--- config.mk ---
export PLATFORM = sky130hd
export DESIGN_NAME = decision_ctrl
export DESIGN_NICKNAME = d
export VERILOG_FILES = /design/src/rtl/decision_ctrl.sv
export SDC_FILE = /design/constraint.sdc
export NUM_CORES = 1
export LEC_CHECK = 0
export BUFFER_PORTS_ARGS = -buffer_cell sky130_fd_sc_hd__buf_2
export CORE_ASPECT_RATIO = 0.75
export CORE_MARGIN = 10
export CORE_UTILIZATION = 62
export CTS_CLUSTER_SIZE = 16
export DETAILED_ROUTE_END_ITERATION = 8
export PLACE_DENSITY = 0.8
export SYNTH_ARGS = -nofsm -noshare
export SYNTH_HDL_FRONTEND = slang
export SYNTH_SLANG_ARGS = --single-unit
export TNS_END_PERCENT = 10
--- constraint.sdc ---
create_clock -name clock -period 10 [get_ports clock]
set_input_delay 0 -clock clock [delete_from_list [all_inputs] [get_ports clock]]
set_output_delay 0 -clock clock [all_outputs]
set_load 0.03 [all_outputs]
--- src/rtl/decision_ctrl.sv ---
// decision_ctrl: walks the decision list, issues each decision to the BCP engine and
// backtracks chronologically over an internal trail on conflict.
module decision_ctrl #(
  parameter int NUM_VARS = 64,
  parameter int VAR_BITS = 6
) (
  input  logic                clock,
  input  logic                reset,
  input  logic                start,
  input  logic [VAR_BITS:0]   num_dec,
  output logic                mem_rd_en,
  output logic [VAR_BITS-1:0] mem_addr,
  input  logic [VAR_BITS-1:0] mem_var_idx,
  input  logic                mem_val,
  output logic                asg_valid,
  input  logic                asg_ready,
  output logic [VAR_BITS-1:0] asg_var_idx,
  output logic                asg_val,
  output logic [VAR_BITS:0]   asg_level,
  input  logic                bcp_done,
  input  logic                bcp_conflict,
  output logic                undo_valid,
  output logic [VAR_BITS:0]   undo_level,
  input  logic                undo_ack,
  output logic                busy,
  output logic                sat,
  output logic                unsat
);
  typedef enum logic [3:0] {IDLE, FETCH, LATCH, ISSUE, WAIT_BCP, BACKTRACK, UNDO, FLIP, SAT, UNSAT} state_t;
  state_t state_q, state_d;
  logic [VAR_BITS-1:0] dec_ptr_q, dec_ptr_d, asg_var_idx_q, asg_var_idx_d, top;
  logic [VAR_BITS:0] sp_q, sp_d, num_q, num_d, asg_level_q, asg_level_d, undo_level_q, undo_level_d;
  logic asg_val_q, asg_val_d, mem_rd_en_q, asg_valid_q, undo_valid_q, busy_q, sat_q, unsat_q;
  logic [VAR_BITS-1:0] tr_var [NUM_VARS];
  logic tr_val [NUM_VARS];
  logic tr_flip [NUM_VARS];
  assign top = sp_q[VAR_BITS-1:0] - 1'b1;
  assign mem_addr = dec_ptr_q;
  assign mem_rd_en = mem_rd_en_q;
  assign asg_valid = asg_valid_q;
  assign asg_var_idx = asg_var_idx_q;
  assign asg_val = asg_val_q;
  assign asg_level = asg_level_q;
  assign undo_valid = undo_valid_q;
  assign undo_level = undo_level_q;
  assign busy = busy_q;
  assign sat = sat_q;
  assign unsat = unsat_q;
  always_comb begin
    state_d = state_q;
    dec_ptr_d = dec_ptr_q;
    sp_d = sp_q;
    num_d = num_q;
    asg_var_idx_d = asg_var_idx_q;
    asg_val_d = asg_val_q;
    asg_level_d = asg_level_q;
    undo_level_d = undo_level_q;
    unique case (state_q)
      IDLE, SAT, UNSAT:
        if (start) begin
          num_d = num_dec;
          sp_d = '0;
          dec_ptr_d = '0;
          state_d = (num_dec == '0) ? SAT : FETCH;
        end
      FETCH: state_d = LATCH;
      LATCH: begin
        sp_d = sp_q + 1'b1;
        asg_var_idx_d = mem_var_idx;
        asg_val_d = mem_val;
        asg_level_d = sp_q + 1'b1;
        state_d = ISSUE;
      end
      ISSUE: state_d = asg_ready ? WAIT_BCP : ISSUE;
      WAIT_BCP:
        if (bcp_done) begin
          if (bcp_conflict) state_d = BACKTRACK;
          else if ({1'b0, dec_ptr_q} + 1'b1 == num_q) state_d = SAT;
          else begin
            dec_ptr_d = dec_ptr_q + 1'b1;
            state_d = FETCH;
          end
        end
      // Flipped entries have exhausted both polarities and are discarded.
      BACKTRACK:
        if (sp_q == '0) state_d = UNSAT;
        else if (tr_flip[top]) begin
          sp_d = sp_q - 1'b1;
          dec_ptr_d = dec_ptr_q - 1'b1;
        end else begin
          undo_level_d = sp_q;
          state_d = UNDO;
        end
      UNDO: state_d = undo_ack ? FLIP : UNDO;
      FLIP: begin
        asg_var_idx_d = tr_var[top];
        asg_val_d = ~tr_val[top];
        asg_level_d = sp_q;
        state_d = ISSUE;
      end
      default: state_d = IDLE;
    endcase
  end
  always_ff @(posedge clock or negedge reset) begin
    if (!reset) begin
      state_q <= IDLE;
      dec_ptr_q <= '0;
      sp_q <= '0;
      num_q <= '0;
      asg_var_idx_q <= '0;
      asg_val_q <= 1'b0;
      asg_level_q <= '0;
      undo_level_q <= '0;
      mem_rd_en_q <= 1'b0;
      asg_valid_q <= 1'b0;
      undo_valid_q <= 1'b0;
      busy_q <= 1'b0;
      sat_q <= 1'b0;
      unsat_q <= 1'b0;
    end else begin
      state_q <= state_d;
      dec_ptr_q <= dec_ptr_d;
      sp_q <= sp_d;
      num_q <= num_d;
      asg_var_idx_q <= asg_var_idx_d;
      asg_val_q <= asg_val_d;
      asg_level_q <= asg_level_d;
      undo_level_q <= undo_level_d;
      mem_rd_en_q <= state_d == FETCH;
      asg_valid_q <= state_d == ISSUE;
      undo_valid_q <= state_d == UNDO;
      busy_q <= !(state_d inside {IDLE, SAT, UNSAT});
      sat_q <= state_d == SAT;
      unsat_q <= state_d == UNSAT;
    end
  end
  // Trail storage needs no reset: sp bounds every valid entry.
  always_ff @(posedge clock) begin
    if (state_q == LATCH) begin
      tr_var[sp_q[VAR_BITS-1:0]] <= mem_var_idx;
      tr_val[sp_q[VAR_BITS-1:0]] <= mem_val;
      tr_flip[sp_q[VAR_BITS-1:0]] <= 1'b0;
    end
    if (state_q == FLIP) begin
      tr_val[top] <= ~tr_val[top];
      tr_flip[top] <= 1'b1;
    end
  end
endmodule

==> impl_metrics.json <==
{
  "drc": 0,
  "fin_tns_setup_ns": 0,
  "p_leak_nw": 8.49,
  "num-fill-cells": 2213,
  "holdWs_ns": 0.0612,
  "fin_ws_ns": 3.47,
  "worst-slew-pin-transition_ns": 1.21,
  "min_to": "state_q[0]",
  "design_area_sq_mm": 0.0260,
  "viasPerCell": 6.85,
  "dp_cells": 1804,
  "finalHoldViolCount": 0,
  "die_area_sq_mm": 0.0460,
  "drv_cap": 0,
  "synth_area_leader_cell": "edfxtp_1",
  "reg2regPathDepth": 9,
  "wire_per_inst_microns": 29.1,
  "p_clk_share_pct": 25.0,
  "synth_edf_count": 512,
  "period_share_pct": 65.3,
  "peakVddDrop_uv": 268,
  "areaGrowthSynthToFinish_pct": 10.9,
  "cts_tree": "built",
  "multi_input_area_sq_mm": 0.00642,
  "clock_sinks": 563,
  "slowest_delay_ns": 1.14,
  "register_area_sq_mm": 0.0167,
  "p_sw_share_pct": 34.8,
  "finalCriticalPeriod_ns": 6.53,
  "die_y_microns": 188,
  "synth_top_area_share_pct": 65.6,
  "synth_common_cells": "edfxtp_1 (512), nor2_1 (166), mux4_2 (154)",
  "synth_nets": 1331,
  "p_per_area_mw_per_mm2": 309,
  "initial_core_util_pct": 63.0,
  "grt_pass1_vias": 13300,
  "seqPwrFrac_pct": 36.3,
  "antenna_found_initial": 0,
  "max_freq_mhz": 153,
  "slew_viol_final": 0,
  "clock_latency_ns": 0.57,
  "gp_congestion": 0.870,
  "synth.yosys.seq_area_share_pct": 71.1,
  "rr_startpoint": "sp_q[0]",
  "root_buffer": "clkbuf_16",
  "async_flop_share_pct": 9.06,
  "reg2reg_setup_slack_ns": 3.47,
  "synth_cell_types": 81,
  "cts_buffer_depth": 3,
  "power.internal_mw": 5.24,
  "setup_violations": 0,
  "relSlewSlack_pct": 19.0,
  "post-dp-hpwl_microns": 33200,
  "outcome": "complete, no violations",
  "switchingPower_mw": 2.80,
  "cp-start-kind": "flip-flop",
  "utilization_pct": 69.9,
  "ctsResizeCount": 0,
  "hold_depth": 4,
  "fp.coreArea_sq_mm": 0.0372,
  "yosys.cell_count.top_type": "edfxtp_1",
  "rsz0062_at_grt": "false",
  "ys.flop_type": "edfxtp_1",
  "total_power_mw": 8.04,
  "synthesis.instances": 1301,
  "hp-class": "in -> reg",
  "num_antenna_cells": 0,
  "drive_gt1_share_pct": 23.8,
  "die_x_microns": 244,
  "worstPathCellList": "clkinv_1, ha_4, buf_4, mux4_2, mux4_2, mux4_2, nand2_1, o21a_1, buf_4",
  "dpl-instance-area_sq_mm": 0.0242,
  "cts_max_level": 2,
  "synthesis.area_sq_mm": 0.0234,
  "comb_power_share_pct": 38.6,
  "skew_ns": 0.0123,
  "io_buffers": 53,
  "avgSynthCellArea_sq_um": 18.0,
  "worstSetupPathType": "reg -> reg",
  "synth_area_leaders": "edfxtp_1 (66%), mux4_2 (15%), dfrtp_1 (5.4%), nor2_1 (2.7%), nand2_1 (1.2%)",
  "required_ns": 10.28,
  "yosys_warnings": 0,
  "overflow": 0,
  "rows": 61,
  "holdCritStartpoint": "start",
  "cpMaxStageDelayCell": "ha_4",
  "grt_max_degree": 86,
  "ios": 54,
  "cts_made_buffers": 50,
  "totalWireLength_microns": 55500,
  "drt_first_pass_iters": 8,
  "grt_usage_pct": 24.4,
  "grt_pass1_wl_microns": 84900,
  "path_clk_slew_ns": 0.07,
  "nets": 1394,
  "pre_cts_ws_ns": 3.70,
  "endpoint_kind": "flip-flop",
  "ys_ff_latch": 563,
  "path_max_fanout": 71,
  "reg2reg_to": "tr_val[1]",
  "ant_nets": 0,
  "arrival_ns": 6.81,
  "cpMostUsedCell": "mux4_2",
  "vias": 13100,
  "final_cells": 1908,
  "drt_iter0_markers": 1886
}
power by group through the flow:
| stage | sequential (mW) | clock [mW] | combinational (mW) |
|---|---|---|---|
| after floorplan | 2.94 | 0 | 2.20 |
| after global placement | 2.96 | 0 | 2.96 |
| after detailed placement | 2.96 | 0 | 3.01 |
| after CTS | 2.92 | 2.02 | 3.07 |
| after global routing | 2.94 | 2.12 | 3.26 |
| final | 2.92 | 2.01 | 3.11 |
timing repair:
item	in CTS	in global routing
endpoints found under the hold margin	67	0
hold buffers	12	0
setup buffers	0	0
critical path, delay by kind of cell, from the launching register on:
family / cells / cell delay (ns)
buffers and inverters: 3 / 2.03
DFF: 1 / 1.13
muxes: 3 / 1.48
AOI/OAI and AO/OA: 1 / 0.13
adders and majority gates: 1 / 1.14
and+or+nand+nor: 1 / 0.11
worst max path at each step:
stage	endpoint	cells after the start	startpoint	slack, ns
after floorplan	tr_val[0]	11	sp_q[0]	5.46
after global placement	tr_val[8]	9	sp_q[0]	3.80
after detailed placement	tr_val[0]	9	sp_q[0]	3.70
after CTS	tr_val[1]	9	sp_q[0]	3.56
after global routing	tr_val[7]	9	sp_q[0]	3.14
final	tr_val[1]	9	sp_q[0]	3.47
logic make-up after synthesis:
kind of cell               Yosys count  synth area share, %
AOI/OAI and AO/OA                  121                 3.74
adders and majority gates           10                0.555
buffers and inverters               86                 1.62
xor gates and xnor gates            18                0.865
and+or+nand+nor                    320                 6.03
DFF                                563                 71.1
muxes                              183                 16.1
cells in the final DEF (no fill, tap or decap), types with 4 or more instances in the layout:
cell / netlist / layout
a2111oi_0: 4 / 4
a211oi_1: 4 / 4
a21oi_1: 26 / 26
a22o_1: 6 / 6
a31oi_1: 15 / 15
and2_1: 8 / 8
buf_2: 15 / 53
buf_4: 8 / 17
bufinv_16: 0 / 9
clkbuf_1: 36 / 10
clkbuf_16: 0 / 51
clkinv_1: 1 / 11
clkinv_2: 0 / 8
dfrtp_1: 51 / 50
dlygate4sd3_1: 0 / 12
edfxtp_1: 512 / 512
ha_1: 8 / 7
inv_1: 13 / 12
mux2_2: 13 / 13
mux2i_1: 15 / 15
mux4_2: 154 / 154
nand2_1: 75 / 75
nand2b_1: 6 / 6
nand3_1: 23 / 23
nand4_1: 4 / 4
nor2_1: 166 / 166
nor2b_1: 4 / 4
nor3_1: 6 / 5
nor4_1: 4 / 4
o211ai_1: 4 / 4
o21ai_0: 18 / 18
o22ai_1: 5 / 5
o2bb2ai_1: 4 / 4
o31ai_1: 5 / 5
or3_1: 4 / 4
xnor2_1: 7 / 6
xor2_1: 8 / 8
layer usage:
layer / global-route usage, % / routed length [microns]
met5: 0 / 0
met4: 7.68 / 1610
met3: 4.90 / 5820
met2: 37.9 / 26300
met1: 34.6 / 21700
state kept, by name, indices dropped and copies added, names as in the netlist, 7 cells and up:
register,count
sp_q,7
tr_flip,64
num_q,7
tr_var,384
tr_val,64
undo_level,7
asg_level,7
layout make-up:
type / count / share of cell area [%]
Clock inverter: 30 / 1.42
Timing Repair Buffer: 82 / 1.97
Multi-Input combinational cell: 652 / 24.7
Inverter: 15 / 0.217
Tap cell: 504 / 2.43
Clock buffer: 62 / 5.11
Sequential cell: 563 / 64.1
Power figures use the tool's default switching activity.
